## src/rtl/clk_div_buff.sv

```systemverilog
// clk_div_buff
//   Derives NCH independent, registered, glitch-free divided clocks from
//   master_clk. Each channel has a programmable ratio with a shadow register
//   that is applied only on a period boundary, a clean start/stop sequence,
//   and a shared sync input that restarts all running channels in phase.
//
// Ports
//   master_clk  in   1          clock, all logic on its rising edge
//   rst_n       in   1          asynchronous, active-low reset
//   div_ratio   in   NCH*DIV_W  channel i ratio at [i*DIV_W +: DIV_W]
//   load        in   NCH        pulse: capture channel ratio into shadow
//   ch_en       in   NCH        level: channel enable
//   sync        in   1          pulse: restart all running channels at phase 0
//   div_clk     out  NCH        divided clocks (registered)
//   div_pulse   out  NCH        1-cycle tick in each div_clk rising cycle
//   ratio_pend  out  NCH        shadow captured, not yet applied
//   ratio_err   out  NCH        sticky: last loaded ratio was <2, clamped to 2
//
// Channel FSM
//   state   | meaning
//   --------+-----------------------------------------------------------
//   ST_OFF  | idle, cnt=0, div_clk=0; waits for ch_en
//   ST_RUN  | free-running divider
//   ST_STOP | enable dropped; finishes current period, then goes OFF
module clk_div_buff #(
  parameter int NCH   = 4,
  parameter int DIV_W = 8
) (
  input  logic                 master_clk,
  input  logic                 rst_n,
  input  logic [NCH*DIV_W-1:0] div_ratio,
  input  logic [NCH-1:0]       load,
  input  logic [NCH-1:0]       ch_en,
  input  logic                 sync,
  output logic [NCH-1:0]       div_clk,
  output logic [NCH-1:0]       div_pulse,
  output logic [NCH-1:0]       ratio_pend,
  output logic [NCH-1:0]       ratio_err
);

  typedef enum logic [1:0] {
    ST_OFF  = 2'd0,
    ST_RUN  = 2'd1,
    ST_STOP = 2'd2
  } ch_state_t;

  localparam logic [DIV_W-1:0] MIN_RATIO = DIV_W'(2);

  for (genvar i = 0; i < NCH; i++) begin : g_ch
    ch_state_t        st_q, st_d;
    logic [DIV_W-1:0] cnt_q, cnt_d;
    logic [DIV_W-1:0] act_q, act_d;
    logic [DIV_W-1:0] shd_q, shd_d;
    logic             pend_q, pend_d;
    logic             err_q, err_d;
    logic             clk_q, clk_d;
    logic             pls_q, pls_d;
    logic [DIV_W-1:0] ld_raw;
    logic [DIV_W-1:0] ld_val;
    logic             ld_bad;
    logic             wrap;
    logic             sync_hit;

    assign ld_raw   = div_ratio[i*DIV_W +: DIV_W];
    assign ld_bad   = (ld_raw < MIN_RATIO);
    assign ld_val   = ld_bad ? MIN_RATIO : ld_raw;
    assign wrap     = (cnt_q == act_q - DIV_W'(1));
    // sync only affects channels that are already running
    assign sync_hit = sync && (st_q != ST_OFF);

    always_ff @(posedge master_clk or negedge rst_n) begin
      if (!rst_n) begin
        st_q   <= ST_OFF;
        cnt_q  <= '0;
        act_q  <= MIN_RATIO;
        shd_q  <= MIN_RATIO;
        pend_q <= 1'b0;
        err_q  <= 1'b0;
        clk_q  <= 1'b0;
        pls_q  <= 1'b0;
      end else begin
        st_q   <= st_d;
        cnt_q  <= cnt_d;
        act_q  <= act_d;
        shd_q  <= shd_d;
        pend_q <= pend_d;
        err_q  <= err_d;
        clk_q  <= clk_d;
        pls_q  <= pls_d;
      end
    end

    always_comb begin
      st_d   = st_q;
      cnt_d  = cnt_q;
      act_d  = act_q;
      shd_d  = shd_q;
      pend_d = pend_q;
      err_d  = err_q;
      clk_d  = 1'b0;
      pls_d  = 1'b0;

      if (st_q == ST_OFF) begin
        if (ch_en[i]) begin
          st_d   = ST_RUN;
          cnt_d  = '0;
          act_d  = shd_q;
          pend_d = 1'b0;
        end
      end else if (sync) begin
        // a load in the same cycle is taken straight into the active ratio
        st_d   = ch_en[i] ? ST_RUN : ST_STOP;
        cnt_d  = '0;
        act_d  = load[i] ? ld_val : shd_q;
        pend_d = 1'b0;
      end else if (wrap) begin
        // RUN with enable low at the boundary behaves like STOP reaching it
        st_d   = ch_en[i] ? ST_RUN : ST_OFF;
        cnt_d  = '0;
        act_d  = shd_q;
        pend_d = 1'b0;
      end else begin
        st_d   = ch_en[i] ? ST_RUN : ST_STOP;
        cnt_d  = cnt_q + DIV_W'(1);
      end

      // a load landing on an apply edge stays pending for the next boundary
      if (load[i]) begin
        shd_d = ld_val;
        err_d = ld_bad;
        if (!sync_hit) pend_d = 1'b1;
      end

      // outputs registered from the next count so they move with cnt
      if (st_d != ST_OFF) begin
        clk_d = (cnt_d < (act_d >> 1));
        pls_d = (cnt_d == '0);
      end
    end

    assign div_clk[i]    = clk_q;
    assign div_pulse[i]  = pls_q;
    assign ratio_pend[i] = pend_q;
    assign ratio_err[i]  = err_q;
  end

endmodule

```

## config.mk

```make
export PLATFORM = sky130hd
export DESIGN_NAME = clk_div_buff
export DESIGN_NICKNAME = d
export VERILOG_FILES = /design/src/rtl/clk_div_buff.sv
export SDC_FILE = /design/constraint.sdc
export NUM_CORES = 1
export LEC_CHECK = 0
export CAP_MARGIN = 20
export CELL_PAD_IN_SITES_DETAIL_PLACEMENT = 1
export CELL_PAD_IN_SITES_GLOBAL_PLACEMENT = 1
export CORE_ASPECT_RATIO = 0.8
export CORE_UTILIZATION = 41
export DETAILED_ROUTE_END_ITERATION = 8
export PLACE_DENSITY = 0.73
export REMOVE_ABC_BUFFERS = 1
export SYNTH_ARGS = -nofsm -noshare
export SYNTH_HDL_FRONTEND = slang
export SYNTH_SLANG_ARGS = --single-unit
export TNS_END_PERCENT = 1
```

## constraint.sdc

```tcl
create_clock -name master_clk -period 3.67 [get_ports master_clk]
set_clock_uncertainty 0.05 [all_clocks]
set_input_delay 0.734 -clock master_clk [delete_from_list [all_inputs] [get_ports master_clk]]
set_output_delay 0.734 -clock master_clk [all_outputs]
set_load 0.005 [all_outputs]
```

[After elaboration in Yosys (flattened, before gate mapping)]
Cells that the tools add are included.
Word-level totals
  bits in registers: 120
  input port bits: 43
  output and inout port bits: 16
  logic and storage cells: 184
Cells by class
  add/subtract/negate cells: 8
  magnitude comparators: 8
  eq/ne operators: 8
  muxes and demuxes: 96
  reductions and logical operators: 28
Operator list (number)
  $mux W8: 40
  $mux W2: 20
  $mux W1: 36
  $add A8 B1 Y8 const B: 4
  $eq A8 B8 Y1: 4
  $logic_not A8 Y1: 4
  $lt A8 B2 Y1 const B: 4
  $lt A8 B7 Y1: 4
  $sub A8 B1 Y8 const B: 4
  $reduce_bool A2 Y1: 8
  $reduce_bool A3 Y1: 4
  $logic_not A2 Y1: 4
  $ne A2 B2 Y1 const B: 4
  $reduce_and A2 Y1: 4
  $logic_and A1 B1 Y1: 4

[Longest topological paths before layout]
Gate-level depths: netlist of run 1.
  depth after elaboration: 7
  depth in mapped cells: 19
  mapped depth without buffers: 17

[Least setup slack after synthesis of run 1]
No wires, ideal clock.
  path type: reg2reg
  start point: register g_ch[1].act_q[1]
  end point: register g_ch[1].clk_q
  arrival time: 3.864 ns
  slack: -0.310 ns
  stages on the path, launching flop included: 18
  period minus slack after synthesis: 3.980 ns
  cells stage by stage: dfstp_2 inv_1 ha_1 or3_1 nor4_1 a2111oi_0 and4b_1 buf_2 and2_1 nand2b_1 o21ai_1 a221oi_1 ha_1 a2111oi_0 nand2_1 a21o_1 a211oi_1 o31a_1
Between the ends
  word-level cells in the longest chain between the ends: 7
  elaborated cells on any way between the ends: 15
  classes of those cells: add/sub: 1; order compare: 1; eq/ne: 1; mux: 11; reduce/logical: 1
Ends and longest elaborated chain
  start, declared: RTL line 52  | logic [DIV_W-1:0] act_q, act_d;
  start signal, assigned: RTL line 84  | act_q <= act_d;
  $sub A8 B1 Y8: RTL line 67  | assign wrap = (cnt_q == act_q - DIV_W'(1));
  $eq A8 B8 Y1: RTL line 67
  $mux W8 / $mux W2 (equally long branches): RTL line 116  | end else if (wrap) begin
  $mux W8 / $mux W2 (equally long branches): RTL line 110  | end else if (sync) begin
  $mux W8 / $mux W2 (equally long branches): RTL line 103  | if (st_q == ST_OFF) begin
  $lt A8 B7 Y1 / $reduce_bool A2 Y1 (equally long branches): RTL line 136, 135
  $mux W1 (*): RTL line 135  | if (st_d != ST_OFF) begin
  named net g_ch[1].clk_d: RTL line 56  | logic clk_q, clk_d;
  end signal, assigned: RTL line 88  | clk_q <= clk_d;
  end, declared: RTL line 56
The timed path passes the listed nets; every way through them passes the cells marked *. The select of a mux whose other input is x is not followed.
A chain may end at the register's enable or synchronous reset.

[Worst setup path after layout of run 1]
Ends and elaborated chain as after synthesis.

==> run_results.csv, run 1 <==
group,metric,value,unit
logic_synthesis,ys_warn_count,0,
grt,grt_pass1_vias,7935,
logic_synthesis,synthCells,870,
drt,ant_nets,0,
logic_synthesis,netlist_area,7740,µm²
setup_path,crit_buf_inv,3,
floorplan,die_y,125,µm
power,finalPower,4.53,mW
floorplan,core,18300,µm²
final_layout,layout.nets,1050,
setup_path,reg2reg_slack,-0.14,ns
floorplan,initial_core_util,0.422,
cts,htree_levels,4,
setup_path,startpoint_type,"flop",
drt,num_vias,7259,
cts,cts_buffers,17,
setup_path,crit_chain,"inv_2 > ha_4 > buf_4 > o21bai_2 > a211oi_2 > a2111oi_2 > and4b_1 > and2_4 > buf_6 > nand3_2 > a21oi_4 > a221oi_4 > ha_1 > a2111oi_4 > nand2_1 > a21o_1 > a211oi_2 > o31a_1",
logic_synthesis,post_synth_and_or_nand_nor_area_fraction,0.226,
drt,drt-initial-drc-count,365,
setup_path,worstReg2RegStart,"g_ch[1].act_q[1]$_DFF_PN1_",
drt,drc,0,
grt,top_usage_layer,"met2",
floorplan,ios,59,
floorplan,die-area,19400,µm²
logic_synthesis,syn_area_per_cell,8.90,µm²
final_layout,diodes,0,
timing,hold_violations,0,
place,dp_hpwl,18000,µm
logic_synthesis,synth_top_family_by_area,"simple AND/OR/NAND/NOR gates",
timing,min_period_over_period,1.04,
logic_synthesis,synthMuxAreaShare,0.0559,
setup_path,crit_top_cell,"a211oi_2",
logic_synthesis,yosysMostFrequentCell,"nand2_1",
cts,cts-root-buf,"clkbuf_16",
timing,max_slew.worst_pin.slew,0.875,ns
logic_synthesis,synth_fa_ha_area_frac,0.0517,
run,cap_violations,0,
place,place.gp.congestion,0.888,
setup_path,reg2reg_to,"g_ch[1].clk_q$_DFF_PN0_",
timing,timing.final.ws_setup,-0.141,ns
final_layout,drive_above_1_share,0.215,
cts,cts.sinks,120,
power,ir_drop,0.310,mV
timing,rsz0062_at_grt,"yes",
setup_path,worstSetupPathType,"flop to flop",
logic_synthesis,synth_edf_count,0,
setup_path,cp.required,3.99,ns
timing,slew_headroom,0.417,
grt,grt_pass1_wl,41700,µm
place,dp.cells,1197,
logic_synthesis,yosys.area.top_type,"dfrtp_1",
grt,antenna_found_initial,0,
logic_synthesis,synth_top_flop_cell,"dfrtp_1",
cts,cts_tree,"done",
grt,met1_usage,0.346,
timing,period_minus_slack,3.81,ns
grt,grt_use_total,0.274,
logic_synthesis,synthXorXnorAreaFrac,0.0487,
timing,slew_violations,0,
drt,via_per_inst,5.85,
outcome,violations,"setup timing",
cts,holdBufCountCts,0,
timing,setup_violations,3,
setup_path,cp.arrival,4.13,ns
logic_synthesis,ys_top_cells_by_count,"115 x nand2_1, 112 x dfrtp_1, 55 x nor2_1",
outcome,status,"complete, but fails checks",
logic_synthesis,yosysSeqAreaShare,0.389,
place,port_buffers,58,
setup_path,end_kind,"flop",
worst_hold_path,min_path_type,"input port to asynchronous set/reset pin",
grt,grt_max_degree,64,
setup_path,slowest_delay,0.54,ns
drt,first_pass_iters,5,
logic_synthesis,synth_cell_types,80,
floorplan,fp.dieW,156,µm
setup_path,cp_slowest_cell,"dfstp_2",
grt,use_met2,0.469,
drt,wirelength,25900,µm
floorplan,rows,44,
power,powerDensity,456,nW/µm²
logic_synthesis,synth_compound_area_frac,0.169,
drt,wl_per_cell,20.9,µm
setup_path,cp_top_family,"compound AO/OA/AOI/OAI gates",
setup_path,reg2reg_depth,18,
logic_synthesis,yosys-top-cells-area,"dfrtp_1 36%, nand2_1 5.6%, ha_1 5.2%, mux2_2 3.6%, o21ai_0 3.4%",
grt,gr-total-overflow,0,
timing,fmax,0.262,GHz
power,cellLeakagePower,4.29,nW
cts,clk_latency,0.43,ns
logic_synthesis,async_reset_ff_frac,1.00,
final_layout,finalNonFillerCells,1241,
cts,clockBufferDepth,2,
grt,met3_usage,0.0505,
logic_synthesis,synth-seq-cells,120,
cts,clk_transition_reported_paths,0.06,ns
setup_path,crit_fanout,6,
logic_synthesis,yosysTopAreaCellShare,0.362,
final_layout,syn_to_final_growth,28.3,%
[cell families (layout without fill, tap and decap cells)]
group,Yosys count,count (layout)
DFF,120,120
and+or+nand+nor,342,342
AOI/OAI and AO/OA,193,193
xor gates and xnor gates,43,43
muxes,40,40
adders and majority gates,32,32
buffers and inverters,100,218
[through the flow]
step                setup TNS, ns   util  hold WS, ns  area [µm²]  setup slack (ns)
floorplan                  -0.531      -        0.388        7450            -0.528
global placement           -0.215  0.485        0.416        8900            -0.140
detailed placement         -0.791  0.485        0.425        8900            -0.396
CTS                      -0.00997  0.534        0.398        9790          -0.00803
global route               -0.718  0.542        0.425        9930            -0.243
finish                     -0.143  0.542        0.359        9930            -0.141
[worst max path at each step]
stage / startpoint / end / slack [ns] / cells after the start
6_report: g_ch[1].act_q[1]$_DFF_PN1_ / g_ch[1].clk_q$_DFF_PN0_ / -0.14 / 18
5_1_grt: g_ch[1].act_q[1]$_DFF_PN1_ / g_ch[1].clk_q$_DFF_PN0_ / -0.24 / 18
4_1_cts: g_ch[1].act_q[1]$_DFF_PN1_ / g_ch[1].clk_q$_DFF_PN0_ / -0.008 / 16
3_5_place_dp: g_ch[1].act_q[1]$_DFF_PN1_ / g_ch[1].clk_q$_DFF_PN0_ / -0.40 / 16
3_3_place_gp: g_ch[1].act_q[1]$_DFF_PN1_ / g_ch[1].clk_q$_DFF_PN0_ / -0.14 / 16
2_1_floorplan: g_ch[1].act_q[1]$_DFF_PN1_ / g_ch[1].clk_q$_DFF_PN0_ / -0.53 / 16
[power by group]
part	switching (mW)	leakage, nW	internal [mW]	total, mW
logic	0.660	2.53	0.569	1.23
registers	0.169	1.48	1.47	1.64
clock network	0.619	0.280	1.05	1.67
[flip-flops by register name, indices dropped and copies added, names as in the netlist]
signal       cells
g_ch.act_q      32
g_ch.cnt_q      32
g_ch.shd_q      32
g_ch.st_q        8
g_ch.clk_q       4
g_ch.err_q       4
g_ch.pend_q      4
g_ch.pls_q       4
[final cells by class]
class | count | area (µm²)
Sequential cell | 120 | 3010
Timing Repair Buffer | 142 | 1240
Clock inverter | 8 | 95.1
Clock buffer | 24 | 482
Fill cell | 2054 | 8400
Inverter | 44 | 165
Tap cell | 253 | 317
Multi-Input combinational cell | 650 | 4620
[metal layers]
| layer | vias up | part of all wire |
|---|---|---|
| li1 | 3310 | - |
| met1 | 3702 | 0.44 |
| met2 | 204 | 0.50 |
| met3 | 43 | 0.047 |
| met5 | - | 0 |
| met4 | 0 | 0.018 |
[timing repair]
item	in CTS	in global routing
buffers inserted	9	3
setup endpoints to repair	3	4
resized for setup	57	26
pin swaps	28	14
[worst register-to-register path, stage by stage (launching register included)]
cell       delay, ns
dfstp_2         0.54
inv_2           0.05
ha_4            0.16
buf_4           0.15
o21bai_2        0.21
a211oi_2        0.23
a2111oi_2       0.09
and4b_1         0.32
and2_4          0.20
buf_6           0.12
nand3_2         0.10
a21oi_4         0.22
a221oi_4        0.06
ha_1            0.38
a2111oi_4       0.32
nand2_1         0.10
a21o_1          0.17
a211oi_2        0.16
o31a_1          0.15
[layout by cell type, fill, tap and decap left out, types with 22 or more instances in the layout]
| master | n |
|---|---|
| nand2_1 | 113 |
| dfrtp_1 | 112 |
| buf_4 | 77 |
| clkdlybuf4s50_1 | 57 |
| nor2_1 | 55 |
| o21ai_0 | 42 |
| inv_1 | 41 |
| nand3_1 | 34 |
| a21oi_1 | 28 |
| ha_1 | 28 |
| xnor2_1 | 26 |
| mux2_2 | 25 |
| nor3_1 | 22 |
| and3_1 | 22 |
Note: power is estimated with default switching activity, not from simulation.
==> run 2: changes to the inputs <==
CTS_CLUSTER_DIAMETER = 100   (was default)
SLEW_MARGIN = 20   (was default)
==> results of run 2 <==
The final DEF is identical to that of run 1; final timing and power are the same.
==> run 3: changes to the inputs <==
PLACE_DENSITY = default   (was 0.73)
PLACE_DENSITY_LB_ADDON = 0.05   (was default)
==> run 3 against run 2 <==
  * The run still ends with setup timing left
  * Sequential power hardly changed
  * Routed wire length is 4.6% lower
  * Combinational power is 6% lower
  * Die area stayed put
  * Critical path depth is 1 lower
  * Non-clock buffer count is 1 lower
  * Hold slack worse by 0.12 ns
  * Register-to-register slack worse by 0.05 ns
  * Via count is 2.4% lower
  * Global-route usage is 0.84 points lower
==> run_results.csv, run 3 (synthesis gave the netlist of run 1 again) <==
group,metric,value,unit
place,dp_hpwl,18300,µm
cts,cts_tree,"done",
drt,first_pass_iters,8,
final_layout,syn_to_final_growth,25.8,%
floorplan,die-area,19400,µm²
setup_path,worstSetupStartpoint,"g_ch[1].act_q[1]$_DFF_PN1_",
cts,clk_latency,0.43,ns
timing,fmax,0.259,GHz
drt,wl_per_cell,19.9,µm
grt,grt_max_degree,56,
final_layout,layout_common_cells,"115 x nand2_1, 110 x dfrtp_1, 80 x buf_4",
cts,clk_transition_reported_paths,0.06,ns
grt,grt_pass1_vias,7523,
final_layout,layout.nets,1049,
timing,min_period_over_period,1.05,
grt,grt_use_total,0.265,
timing,hold_violations,0,
timing,setup_violations,1,
power,finalPower,4.33,mW
power,ir_drop,0.304,mV
setup_path,worstReg2RegStart,"g_ch[1].act_q[1]$_DFF_PN1_",
setup_path,startpoint_type,"flop",
floorplan,core,18300,µm²
final_layout,drive_above_1_share,0.204,
power,cellLeakagePower,4.23,nW
cts,cts.sinks,120,
place,pre_cts_slack,-0.559,ns
setup_path,cp.arrival,4.17,ns
cts,holdBufCountCts,0,
drt,via_per_inst,5.71,
setup_path,crit_end,"g_ch[1].clk_q$_DFF_PN0_",
floorplan,fp.dieW,156,µm
setup_path,cp.required,3.98,ns
final_layout,fill_cells,2123,
timing,slew_violations,0,
final_layout,final_common_cell,"nand2_1",
place,place.gp.congestion,0.891,
floorplan,rows,44,
timing,period_minus_slack,3.86,ns
setup_path,reg2reg_slack,-0.19,ns
cts,cts_buffers,17,
timing,rsz0062_at_grt,"yes",
final_layout,fin_util,0.531,
power,powerDensity,444,nW/µm²
grt,gr-total-overflow,0,
floorplan,die_y,125,µm
worst_hold_path,min_path_type,"input port to asynchronous set/reset pin",
drt,wirelength,24700,µm
setup_path,reg2reg_to,"g_ch[1].clk_q$_DFF_PN0_",
setup_path,end_kind,"flop",
timing,max_slew.worst_pin.slew,0.831,ns
setup_path,reg2reg_depth,17,
floorplan,initial_core_util,0.422,
drt,drc,0,
drt,num_vias,7082,
cts,htree_levels,4,
grt,antenna_found_initial,0,
outcome,status,"complete, but fails checks",
setup_path,worstSetupPathType,"flop to flop",
drt,ant_nets,0,
place,port_buffers,58,
final_layout,diodes,0,
outcome,violations,"setup timing",
drt,drt-initial-drc-count,351,
cts,cts-root-buf,"clkbuf_16",
final_layout,reg.largest.list,"g_ch.act_q (32), g_ch.cnt_q (32), g_ch.shd_q (32)",
timing,timing.final.ws_setup,-0.190,ns
grt,grt_pass1_wl,40100,µm
run,cap_violations,0,
floorplan,ios,59,
setup_path,crit_fanout,10,
cts,clockBufferDepth,2,
timing,slew_headroom,0.441,
==> run 3: area by class of cell <==
class | instances | area, µm² | share of cell area
clock buffers | 18 | 429 | 0.0441
repair buffers | 141 | 1240 | 0.127
inverters | 44 | 165 | 0.0170
clock inverters | 14 | 105 | 0.0108
multi-input cells | 650 | 4470 | 0.459
flip-flops and latches | 120 | 3020 | 0.310
well taps | 253 | 317 | 0.0325
==> run 3: worst max-delay path, stage by stage, from the launching register on <==
cell	delay [ns]
dfstp_2	0.54
inv_2	0.05
ha_4	0.15
or3_4	0.38
nor4_4	0.25
a2111oi_2	0.07
and4b_1	0.32
and2_4	0.19
buf_8	0.14
nand3_1	0.11
a21oi_2	0.21
a221oi_2	0.06
ha_2	0.19
a2111oi_2	0.37
nand2_1	0.11
a21o_1	0.18
a211oi_2	0.26
o31a_1	0.16
==> run 3: report_power, final <==
part | internal [mW] | switching (mW)
Clock | 0.863 | 0.681
Sequential | 1.47 | 0.157
Combinational | 0.539 | 0.617
==> run 3: how the worst min path moves through the flow <==
stage                                         endpoint                       from  depth (start not counted)  slack (ns)
after global routing        g_ch[3].act_q[6]$_DFF_PN0_                      rst_n                          1        0.26
after global placement       g_ch[3].err_q$_DFFE_PN0P_  g_ch[3].err_q$_DFFE_PN0P_                          1        0.42
final                       g_ch[3].shd_q[5]$_DFF_PN0_                      rst_n                          1        0.24
after detailed placement     g_ch[3].err_q$_DFFE_PN0P_  g_ch[3].err_q$_DFFE_PN0P_                          1        0.42
after floorplan           g_ch[0].act_q[0]$_DFFE_PN0P_                      rst_n                          0        0.39
after CTS                   g_ch[3].act_q[6]$_DFF_PN0_                      rst_n                          1        0.25
==> run 3: metal layers <==
metal	track usage	wire length, µm
met1	0.365	11900
met2	0.429	11500
met3	0.0459	793
met4	0.0738	424
met5	0	0
==> run 3: per-stage QoR <==
stage                     cell area [µm²]  hold slack [ns]  setup TNS, ns  instances
after floorplan                      7450            0.388         -0.531        814
final                                9740            0.237         -0.190       1240
after global placement               8970            0.416         -0.225       1205
after CTS                            9650            0.251         -0.243       1238
after detailed placement             8970            0.423         -0.838       1205
after global routing                 9740            0.263         -0.813       1240
==> run 3: repair_timing <==
item	4_1_cts	5_1_grt
endpoints found under the setup margin	4	4
pin swaps	11	6
resized for setup	31	20
setup buffers	1	2
cloned	0	0
